[config.mk]
export PLATFORM = sky130hd
export DESIGN_NAME = mm_operand_sequencer
export DESIGN_NICKNAME = d
export VERILOG_FILES = /design/src/rtl/mm_operand_sequencer.sv
export SDC_FILE = /design/constraint.sdc
export NUM_CORES = 1
export LEC_CHECK = 0
export CAP_MARGIN = 20
export CORE_MARGIN = 10
export CORE_UTILIZATION = 46
export CTS_BUF_LIST = sky130_fd_sc_hd__clkbuf_16
export DETAILED_ROUTE_END_ITERATION = 8
export PLACE_DENSITY = 0.7
export SYNTH_ARGS = -nofsm -noshare
export SYNTH_HDL_FRONTEND = slang
export SYNTH_SLANG_ARGS = --single-unit
[constraint.sdc]
create_clock -name clk -period 10.09 [get_ports clk]
set_input_delay 2.018 -clock clk [delete_from_list [all_inputs] [get_ports clk]]
set_output_delay 2.018 -clock clk [all_outputs]
set_load 0.005 [all_outputs]
[src/rtl/mm_operand_sequencer.sv]
// Operand sequencer for the 3x3 MAC-array multiplier: holds W and X,
// streams them in outer-product order, then collects the 9 results.
module mm_operand_sequencer #(
    parameter int DW = 4,
    parameter int RW = 10,
    parameter int N  = 3
) (
    input  logic          clk,
    input  logic          rst,
    input  logic          wr_en,
    input  logic          wr_sel,
    input  logic [3:0]    wr_addr,
    input  logic [DW-1:0] wr_data,
    input  logic          start,
    output logic          busy,
    output logic          done,
    output logic [DW-1:0] mm_w1,
    output logic [DW-1:0] mm_w2,
    output logic [DW-1:0] mm_w3,
    output logic [DW-1:0] mm_x1,
    output logic [DW-1:0] mm_x2,
    output logic [DW-1:0] mm_x3,
    output logic          mm_load,
    output logic          mm_clear,
    output logic          mm_unload_res,
    input  logic [RW-1:0] mm_data_out,
    input  logic [3:0]    rd_addr,
    output logic [RW-1:0] rd_data
);

    localparam int NE = N * N;

    typedef enum logic [2:0] {
        S_IDLE,
        S_CLEAR,
        S_LOAD,
        S_UNLOAD,
        S_DONE
    } state_t;

    state_t        state;
    logic [1:0]    k;
    logic [3:0]    idx;
    logic [DW-1:0] w_mem   [NE];
    logic [DW-1:0] x_mem   [NE];
    logic [RW-1:0] res_buf [NE];

    logic [1:0] k_nxt;
    logic [3:0] kw;
    logic [3:0] kx;

    // Index of the W column / X row to present on the next LOAD cycle
    always_comb begin
        k_nxt = 2'd0;
        if (state == S_LOAD) k_nxt = k + 2'd1;
        kw = {2'b00, k_nxt};
        kx = kw * 4'd3;
    end

    // Host writes into the operand buffers, only while idle
    always_ff @(posedge clk or posedge rst) begin
        if (rst) begin
            for (int i = 0; i < NE; i++) begin
                w_mem[i] <= '0;
                x_mem[i] <= '0;
            end
        end else if (wr_en && state == S_IDLE && wr_addr < 4'(NE)) begin
            if (wr_sel) x_mem[wr_addr] <= wr_data;
            else        w_mem[wr_addr] <= wr_data;
        end
    end

    // Sequencing FSM with registered multiplier controls and result capture
    always_ff @(posedge clk or posedge rst) begin
        if (rst) begin
            state         <= S_IDLE;
            k             <= '0;
            idx           <= '0;
            busy          <= 1'b0;
            done          <= 1'b0;
            mm_load       <= 1'b0;
            mm_clear      <= 1'b0;
            mm_unload_res <= 1'b0;
            mm_w1         <= '0;
            mm_w2         <= '0;
            mm_w3         <= '0;
            mm_x1         <= '0;
            mm_x2         <= '0;
            mm_x3         <= '0;
            for (int i = 0; i < NE; i++) res_buf[i] <= '0;
        end else begin
            unique case (state)
                S_IDLE: begin
                    if (start) begin
                        state    <= S_CLEAR;
                        busy     <= 1'b1;
                        mm_clear <= 1'b1;
                    end
                end
                S_CLEAR, S_LOAD: begin
                    mm_clear <= 1'b0;
                    if (state == S_LOAD && k == 2'd2) begin
                        state         <= S_UNLOAD;
                        idx           <= '0;
                        mm_load       <= 1'b0;
                        mm_unload_res <= 1'b1;
                        mm_w1         <= '0;
                        mm_w2         <= '0;
                        mm_w3         <= '0;
                        mm_x1         <= '0;
                        mm_x2         <= '0;
                        mm_x3         <= '0;
                    end else begin
                        state   <= S_LOAD;
                        k       <= k_nxt;
                        mm_load <= 1'b1;
                        mm_w1   <= w_mem[kw];
                        mm_w2   <= w_mem[kw + 4'd3];
                        mm_w3   <= w_mem[kw + 4'd6];
                        mm_x1   <= x_mem[kx];
                        mm_x2   <= x_mem[kx + 4'd1];
                        mm_x3   <= x_mem[kx + 4'd2];
                    end
                end
                S_UNLOAD: begin
                    res_buf[idx] <= mm_data_out;
                    if (idx == 4'(NE - 1)) begin
                        state         <= S_DONE;
                        mm_unload_res <= 1'b0;
                        done          <= 1'b1;
                    end else begin
                        idx <= idx + 4'd1;
                    end
                end
                S_DONE: begin
                    state <= S_IDLE;
                    done  <= 1'b0;
                    busy  <= 1'b0;
                end
                default: state <= S_IDLE;
            endcase
        end
    end

    // Result read port; out-of-range addresses read as zero
    always_comb begin
        rd_data = '0;
        if (rd_addr < 4'(NE)) rd_data = res_buf[rd_addr];
    end

endmodule

==> run_results.csv, run 1 <==
group,metric,value,unit
floorplan,core_area,21000,um^2
cells_and_area,finalNetCount,806,
synth,syn_area,9830,um^2
pwr,pwr-share-comb,39.4,%
timing,finalCritPeriodShare,62.2,%
timing,fin_skew,0.0102,ns
placed_design,port_buffers,65,
cts,clk_pin_slew,0.07,ns
setup_path,crit_type,"input port to primary output",
route,wl_per_cell,21.7,um
placed_design,dpl.cell_count,1023,
pwr,power.internal,2.03,mW
placed_design,dp_hpwl,15.6,mm
cells_and_area,syn2layout_area_growth,15.1,%
placed_design,gp_congestion,0.845,
placed_design,place_area,10700,um^2
grt,overflow,0,
cts,clock_tree.root_cell,"clkbuf_16",
pwr,power_switching,1.13,mW
pwr,ir_drop,0.181,mV
pwr,power,3.16,mW
pwr,leakagePower,4.95,nW
cts,htree_levels,4,
floorplan,ioPinCount,66,
synth,yosys_most_used_dff,"dfrtp_1",
synth,yosysSeqAreaShare,50.9,%
route,ant_nets,0,
cts,cts_resized,0,
route,first_iter_violations,421,
grt,grt_pass1_vias,6809,
cells_and_area,final_cells,1057,
synth,syn_inst,713,
setup_path,crit_required,8.07,ns
route,drt-vias-per-instance,5.97,
synth,ys_warn_count,0,
setup_path,worstPathMaxFanout,12,
timing,tightest_slew,0.966,ns
synth,synth-seq-cells,200,
floorplan,dieHeight,166,um
floorplan,start_util,46.7,%
timing,finalCriticalPeriod,6.27,ns
grt,grt_usage,16.7,%
synth,syn_area_per_cell,13.8,um^2
cts,hold_buffers,0,
cts,clkSinkCount,200,
setup_path,cp-end-kind,"primary output",
pwr,p_per_area,280,nW/um^2
timing,max_freq,159,MHz
timing,setup_viol,0,
cts,cts_made_buffers,17,
synth,async_flop_share,100,%
grt,antenna_found_initial,0,
floorplan,die_area,27600,um^2
synth,synth_edf_count,0,
flow_run,maxCapViolCount,0,
timing,hold_violations,0,
synth,synth_nets,750,
floorplan,die_w,166,um
setup_path,cp.arrival,4.25,ns
timing,relSlewSlack,35.5,%
pwr,seq_power_share,39.2,%
cells_and_area,fin_area,11300,um^2
cts,cts_setup_buffers,0,
cells_and_area,final_layout_size_suffix_gt1_share,33.9,%
synth,yosysUniqueCellTypes,60,
grt,grt_max_degree,117,
outcome,status,"completed",
route,first_pass_iters,7,
cts,cts_buffer_depth,2,
pwr,switching_share,35.7,%
route,drcViolationCount,0,
grt,grt_pass1_wl,37.8,mm
pwr,clkPwrFrac,21.4,%
cts,clkLatencyLatePin,0.43,ns
timing,fin_tns_setup,0,ns
cells_and_area,antenna_cells,0,
setup_path,start_kind,"input port",
timing,slew_viol_final,0,
floorplan,rows,53,
hold_path,hold_class,"register to register",
route,via_count,6309,
cts,cts_tree,"yes",
route,wirelength,22.9,mm
timing,rsz0062_at_grt,"no",
[Yosys cell counts, types with 10 or more instances]
master | instances | area [um^2]
dfrtp_1 | 200 | 5000
ha_1 | 10 | 125
a22o_1 | 11 | 96.3
nor2_1 | 11 | 41.3
mux4_2 | 28 | 631
mux2i_1 | 23 | 230
mux2_2 | 178 | 2000
nand3_1 | 14 | 70.1
inv_1 | 13 | 48.8
clkbuf_1 | 22 | 82.6
a21oi_1 | 11 | 55.1
nand2_1 | 28 | 105
o21ai_0 | 39 | 195
[cells in the final DEF, fill, tap and decap left out, types with 3 or more instances in the layout]
| master | n |
|---|---|
| mux4_2 | 28 |
| clkinv_4 | 3 |
| nand3b_1 | 4 |
| o31ai_1 | 4 |
| nand3_1 | 14 |
| nand2_2 | 8 |
| nor2_1 | 11 |
| nor2b_1 | 8 |
| o22ai_1 | 4 |
| nand2b_1 | 3 |
| a21oi_1 | 11 |
| nand2_1 | 28 |
| a32oi_1 | 3 |
| a22oi_1 | 6 |
| ha_1 | 10 |
| nor3_1 | 5 |
| nand4_1 | 3 |
| a2bb2oi_1 | 4 |
| o21ai_1 | 5 |
| mux4_1 | 9 |
| and3b_1 | 3 |
| a22o_1 | 11 |
| clkbuf_16 | 17 |
| inv_1 | 12 |
| inv_6 | 3 |
| clkdlybuf4s50_1 | 65 |
| dfrtp_1 | 200 |
| mux2_2 | 178 |
| o21ai_0 | 39 |
| inv_8 | 5 |
| mux2i_1 | 23 |
| buf_4 | 7 |
| a222oi_1 | 4 |
[final timing paths]
path | startpoint | end | slack [ns] | cells after the start
max reg2reg | state[0]$_DFFE_PP0P_ | mm_x1[1]$_DFFE_PP0N_ | 6.65 | 8
min | mm_w1[3]$_DFFE_PP0N_ | mm_w1[3]$_DFFE_PP0N_ | 0.49 | 2
max | rd_addr[2] | rd_data[4] | 3.82 | 6
max in group asynchronous | rst | res_buf[82]$_DFFE_PP0P_ | 6.74 | 4
min reg2reg | mm_w1[3]$_DFFE_PP0N_ | mm_w1[3]$_DFFE_PP0N_ | 0.49 | 2
min in group asynchronous | rst | w_mem[0]$_DFFE_PP0P_ | 2.15 | 2
[flip-flops by register name, summed over array words and instances, names as in the netlist, 2 cells and up]
name	count
res_buf	90
w_mem	36
x_mem	36
idx	4
mm_w1	4
mm_w2	4
mm_w3	4
mm_x1	4
mm_x2	4
mm_x3	4
state	3
k	2
[layout make-up]
cell class	instances	area, um^2
Inverter	14	60.1
Fill cell	1665	9710
Sequential cell	200	5000
Timing Repair Buffer	73	731
Multi-Input combinational cell	463	4580
Tap cell	275	344
Clock inverter	15	160
Clock buffer	17	425
[metrics by stage]
step	utilization [%]	hold WS [ns]	setup WS, ns
after floorplan	-	0.473	2.62
after global placement	50.8	0.482	3.36
after detailed placement	50.8	0.487	3.30
after CTS	53.6	0.503	3.30
after global routing	53.8	0.515	3.73
final	53.8	0.494	3.82
[cell families after synthesis]
kind of cell / Yosys count / share of synthesized area [%]
and+or+nand+nor: 108 / 6.51
DFF: 200 / 50.9
buffers and inverters: 50 / 2.52
xor gates and xnor gates: 3 / 0.267
AOI/OAI and AO/OA: 104 / 6.94
muxes: 238 / 31.6
adders and majority gates: 10 / 1.27
[layer usage]
metal | wire length (um) | share of wire, % | GRT usage [%]
met3 | 1100 | 4.8 | 3.67
met2 | 12000 | 52 | 29.0
met5 | 0 | 0 | 0
met1 | 9500 | 41 | 20.5
met4 | 342 | 1.5 | 4.82
[power groups by stage]
stage,clock network [mW],registers (mW),logic (mW)
final,0.677,1.24,1.25
after global routing,0.727,1.27,1.35
after CTS,0.689,1.24,1.25
after detailed placement,0,1.25,1.25
after global placement,0,1.23,1.21
after floorplan,0,1.17,0.983
[worst max-delay path, cell delays in order]
cell	delay (ns)
clkdlybuf4s50_1	0.86
nor4b_2	0.44
buf_4	0.24
nand2_1	0.06
o21ai_0	0.09
clkdlybuf4s50_1	0.54
No activity file was read; power rests on OpenSTA's default activity.
==> run 2: changes to the inputs <==
--- a/config.mk
+++ b/config.mk
@@ -10,7 +10,7 @@
 export CORE_UTILIZATION = 46
 export CTS_BUF_LIST = sky130_fd_sc_hd__clkbuf_16
 export DETAILED_ROUTE_END_ITERATION = 8
-export PLACE_DENSITY = 0.7
+export PLACE_DENSITY = 0.72
 export SYNTH_ARGS = -nofsm -noshare
 export SYNTH_HDL_FRONTEND = slang
 export SYNTH_SLANG_ARGS = --single-unit
==> constraint.sdc (replaced) <==
create_clock -name clk -period 5.6 [get_ports clk]
set_input_delay 1.12 -clock clk [delete_from_list [all_inputs] [get_ports clk]]
set_output_delay 1.12 -clock clk [all_outputs]
set_load 0.005 [all_outputs]
==> run_results.csv, run 2 (synthesis results as in run 1) <==
group,metric,value,unit
setup_path,cp.arrival,3.45,ns
pwr,pwr-share-comb,39.3,%
timing,hold_violations,0,
setup_path,path_cells,"clkdlybuf4s50_1 > mux4_2 > mux2i_1 > o21ai_0 > clkdlybuf4s50_1",
grt,grt_max_degree,201,
setup_path,r2r_end,"mm_x1[0]$_DFFE_PP0N_",
timing,slew_viol_final,0,
route,first_iter_violations,514,
route,drcViolationCount,0,
floorplan,ioPinCount,66,
cells_and_area,fin_area,11300,um^2
grt,grt_pass1_wl,37.9,mm
setup_path,cp-end-kind,"primary output",
cts,clock_tree.root_cell,"clkbuf_16",
route,drt-vias-per-instance,6.02,
setup_path,worstPathMaxFanout,14,
timing,worst_slack,1.03,ns
cts,clkSinkCount,200,
cells_and_area,final_common_cell,"dfrtp_1",
timing,rsz0062_at_grt,"no",
route,first_pass_iters,6,
pwr,switching_share,35.3,%
placed_design,dp_hpwl,15.7,mm
pwr,power.internal,3.69,mW
cells_and_area,num-fill-cells,1690,
setup_path,start_kind,"input port",
route,wl_per_cell,21.9,um
cells_and_area,final_layout_size_suffix_gt1_share,33.6,%
placed_design,port_buffers,65,
cts,cts_resized,0,
grt,overflow,0,
route,wirelength,23.1,mm
timing,finalCriticalPeriod,4.57,ns
pwr,leakagePower,4.93,nW
placed_design,place_area,10700,um^2
cells_and_area,antenna_cells,0,
cells_and_area,final_cell_mix,"dfrtp_1, mux2_2, clkdlybuf4s50_1",
cts,clk_pin_slew,0.07,ns
cells_and_area,regMostFlops,"res_buf",
pwr,power_switching,2.02,mW
cts,clkLatencyLatePin,0.44,ns
setup_path,cpPeakStageDelay,0.99,ns
hold_path,hold_class,"register to register",
outcome,status,"completed",
cells_and_area,top_regs,"res_buf x90, w_mem x36, x_mem x36",
grt,antenna_found_initial,0,
setup_path,reg2reg_slack,2.15,ns
timing,fin_skew,0.0179,ns
cells_and_area,final_core_util,53.7,%
setup_path,slowest_stage,"clkdlybuf4s50_1",
timing,finalCritPeriodShare,81.6,%
floorplan,rows,53,
pwr,ir_drop,0.240,mV
route,ant_nets,0,
cts,cts_buffer_depth,2,
grt,grt_usage,16.7,%
pwr,power,5.71,mW
placed_design,place_ws,1.01,ns
timing,max_freq,219,MHz
cells_and_area,multi_input_area,4580,um^2
floorplan,core_area,21000,um^2
cells_and_area,seqCellArea,5000,um^2
setup_path,cp_common_cell,"clkdlybuf4s50_1",
cts,htree_levels,4,
pwr,p_per_area,506,nW/um^2
grt,grt_pass1_vias,6829,
cells_and_area,syn2layout_area_growth,14.8,%
setup_path,r2r_cells,8,
hold_path,holdPathEnd,"mm_w1[3]$_DFFE_PP0N_",
pwr,clkPwrFrac,21.4,%
cells_and_area,finalNetCount,805,
floorplan,die_area,27600,um^2
floorplan,dieHeight,166,um
timing,tightest_slew,1.07,ns
timing,fin_tns_setup,0,ns
timing,setup_viol,0,
setup_path,crit_required,4.48,ns
cells_and_area,largest_register_ff_count,90,
setup_path,crit_type,"input port to primary output",
cts,hold_buffers,0,
pwr,seq_power_share,39.3,%
cts,cts_tree,"yes",
floorplan,start_util,46.7,%
setup_path,r2r_start,"state[0]$_DFFE_PP0P_",
placed_design,gp_congestion,0.837,
hold_path,holdCritStartpoint,"mm_w1[3]$_DFFE_PP0N_",
route,via_count,6354,
timing,relSlewSlack,28.8,%
floorplan,die_w,166,um
flow_run,maxCapViolCount,0,
hold_path,whs_path_depth,2,
cts,cts_made_buffers,17,
cts,cts_setup_buffers,0,
[run 2: changes by cell type in the layout (fill, tap and decap cells not counted)]
cell,delta
inv_8,-4
clkinvlp_4,+3
clkinv_4,-2
inv_1,+2
buf_12,+1
buf_16,-1
buf_4,-1
bufinv_16,+1
clkinv_1,-1
clkinv_8,-1
inv_6,+1
[run 2: area by class of cell]
cell class,count,area share [%]
Clock buffer,17,3.77
Tap cell,275,3.05
Inverter,14,0.499
Sequential cell,200,44.4
Clock inverter,14,1.33
Multi-Input combinational cell,463,40.6
Timing Repair Buffer,72,6.34
[run 2: worst max path at each step]
stage,end,slack [ns],cells past startpoint,start
6_report,rd_data[7],1.03,5,rd_addr[1]
3_3_place_gp,rd_data[6],1.03,5,rd_addr[1]
5_1_grt,rd_data[4],0.86,6,rd_addr[1]
2_1_floorplan,busy$_DFFE_PP0P_,1.89,1,rst
4_1_cts,rd_data[6],1.0,5,rd_addr[1]
3_5_place_dp,rd_data[6],1.01,5,rd_addr[1]
[run 2: worst max-delay path: cells and delay by family]
family	cells	cell delay, ns
buf+inv	2	1.46
compound gates	1	0.11
mux	2	0.76
[run 2: power groups by stage]
stage	logic, mW	registers (mW)	clock network (mW)
after floorplan	1.77	2.11	0
after CTS	2.26	2.24	1.24
after global routing	2.43	2.30	1.30
after global placement	2.16	2.23	0
final	2.24	2.24	1.22
after detailed placement	2.25	2.26	0
[run 2: stage by stage]
step | hold WS [ns] | std cells
after floorplan | 0.473 | 713
after detailed placement | 0.473 | 1024
final | 0.487 | 1055
after CTS | 0.489 | 1055
after global routing | 0.510 | 1055
after global placement | 0.478 | 1024
[run 2: layer usage]
metal | track usage (%) | routed length, um | up-vias
met1 | 20.5 | 9820 | 3334
met2 | 28.4 | 11900 | 161
li1 | - | - | 2824
met3 | 3.50 | 899 | 35
met5 | 0 | 0 | -
met4 | 6.01 | 503 | 0
==> run 3: changes to the inputs <==
==> constraint.sdc (replaced) <==
create_clock -name clk -period 4 [get_ports clk]
set_input_delay 0.8 -clock clk [delete_from_list [all_inputs] [get_ports clk]]
set_output_delay 0.8 -clock clk [all_outputs]
set_load 0.005 [all_outputs]
==> run_results.csv, run 3 (synthesis results as in run 1) <==
group,metric,value,unit
cells_and_area,num-fill-cells,1692,
placed_design,place_area,10800,um^2
outcome,status,"completed",
cells_and_area,largest_register_ff_count,90,
timing,rsz0062_at_grt,"no",
cells_and_area,syn2layout_area_growth,15.9,%
grt,overflow,0,
timing,fin_skew,0.0104,ns
timing,finalCritPeriodShare,92.8,%
setup_path,cp-end-kind,"primary output",
cells_and_area,final_cell_mix,"dfrtp_1, mux2_2, clkdlybuf4s50_1",
floorplan,ioPinCount,66,
cts,clock_tree.root_cell,"clkbuf_16",
route,drcViolationCount,0,
placed_design,port_buffers,65,
floorplan,core_area,21000,um^2
timing,max_freq,269,MHz
setup_path,worstPathMaxFanout,8,
route,ant_nets,0,
cells_and_area,regMostFlops,"res_buf",
cts,clkLatencyLatePin,0.44,ns
cells_and_area,antenna_cells,0,
placed_design,gp_congestion,0.858,
cts,clkSinkCount,200,
grt,antenna_found_initial,0,
hold_path,holdCritStartpoint,"mm_w1[0]$_DFFE_PP0N_",
setup_path,r2r_start,"state[2]$_DFFE_PP0P_",
flow_run,maxCapViolCount,0,
grt,grt_pass1_vias,6740,
setup_path,crit_required,3.20,ns
cts,cts_setup_buffers,0,
cts,htree_levels,4,
timing,finalCriticalPeriod,3.71,ns
cells_and_area,final_layout_size_suffix_gt1_share,34.7,%
cts,clk_pin_slew,0.07,ns
cells_and_area,fin_area,11400,um^2
cts,cts_resized,0,
hold_path,hold_class,"register to register",
floorplan,start_util,46.7,%
setup_path,start_kind,"input port",
grt,grt_pass1_wl,37.6,mm
timing,fin_tns_setup,0,ns
route,drt-vias-per-instance,5.92,
route,wirelength,23.1,mm
floorplan,die_w,166,um
setup_path,crit_type,"input port to primary output",
cells_and_area,final_common_cell,"dfrtp_1",
placed_design,dp_hpwl,16.3,mm
floorplan,rows,53,
floorplan,die_area,27600,um^2
pwr,p_per_area,705,nW/um^2
route,via_count,6327,
pwr,ir_drop,0.272,mV
route,wl_per_cell,21.7,um
timing,relSlewSlack,35.6,%
cts,cts_tree,"yes",
timing,setup_viol,0,
cts,cts_made_buffers,17,
setup_path,cp.arrival,2.91,ns
grt,grt_usage,16.5,%
setup_path,startpoint,"rd_addr[1]",
timing,hold_violations,0,
cts,cts_buffer_depth,2,
cells_and_area,finalNetCount,817,
timing,tightest_slew,0.958,ns
floorplan,dieHeight,166,um
grt,grt_max_degree,60,
pwr,leakagePower,5.01,nW
cts,hold_buffers,0,
timing,slew_viol_final,0,
route,first_iter_violations,500,
cells_and_area,top_regs,"res_buf x90, w_mem x36, x_mem x36",
route,first_pass_iters,5,
-- run 3: changes by cell type in the layout (fill, tap and decap cells not counted) --
cell        before  now
buf_12           1    4
buf_4            6   15
bufinv_16        2    0
clkinv_8         0    1
clkinvlp_4       4    1
inv_6            4    7
inv_8            1    3
-- run 3: final timing paths --
path                       slack (ns)  cells past startpoint                      end
min in group asynchronous        0.90                      2  res_buf[39]$_DFFE_PP0P_
max                              0.29                      7               rd_data[2]
min reg2reg                      0.49                      2     mm_w1[0]$_DFFE_PP0N_
max in group asynchronous        2.32                      3    w_mem[31]$_DFFE_PP0P_
min                              0.49                      2     mm_w1[0]$_DFFE_PP0N_
max reg2reg                      0.82                      7     mm_x1[0]$_DFFE_PP0N_
-- run 3: layer usage --
metal	part of all wire (%)	wire length (um)	global-route usage [%]	vias up
li1	-	-	-	2846
met1	42	9750	20.5	3308
met2	53	12300	28.8	150
met3	3.6	844	3.29	23
met4	1.2	272	4.16	0
met5	0	0	0	-
-- run 3: area by class of cell --
cell class | instances | area (um^2) | area share (%)
multi-input cells | 463 | 4580 | 40.2
clock inverters | 15 | 133 | 1.16
flip-flops and latches | 200 | 5000 | 43.9
repair buffers | 84 | 843 | 7.40
inverters | 14 | 56.3 | 0.494
well taps | 275 | 344 | 3.02
clock buffers | 17 | 425 | 3.74
-- run 3: through the flow --
| stage | setup WS [ns] | hold WS (ns) | std cells | power, mW | util [%] |
|---|---|---|---|---|---|
| floorplan | 0.612 | 0.473 | 713 | 5.43 | - |
| global placement | 0.280 | 0.477 | 1036 | 6.27 | 51.5 |
| global route | 0.126 | 0.523 | 1068 | 8.49 | 54.2 |
| detailed placement | 0.270 | 0.485 | 1036 | 6.41 | 51.5 |
| CTS | 0.273 | 0.496 | 1068 | 8.07 | 54.2 |
| finish | 0.286 | 0.494 | 1068 | 8.03 | 54.2 |
-- run 3: where the power goes --
part / switching (mW) / internal, mW
logic: 1.65 / 1.63
clock network: 0.823 / 0.825
registers: 0.416 / 2.68
total: 2.89 / 5.13
-- run 3: worst max-delay path: stages --
cell             delay, ns
clkdlybuf4s50_1       0.67
buf_4                 0.28
nor4b_2               0.25
buf_4                 0.19
nand2_1               0.05
o21ai_0               0.11
clkdlybuf4s50_1       0.56
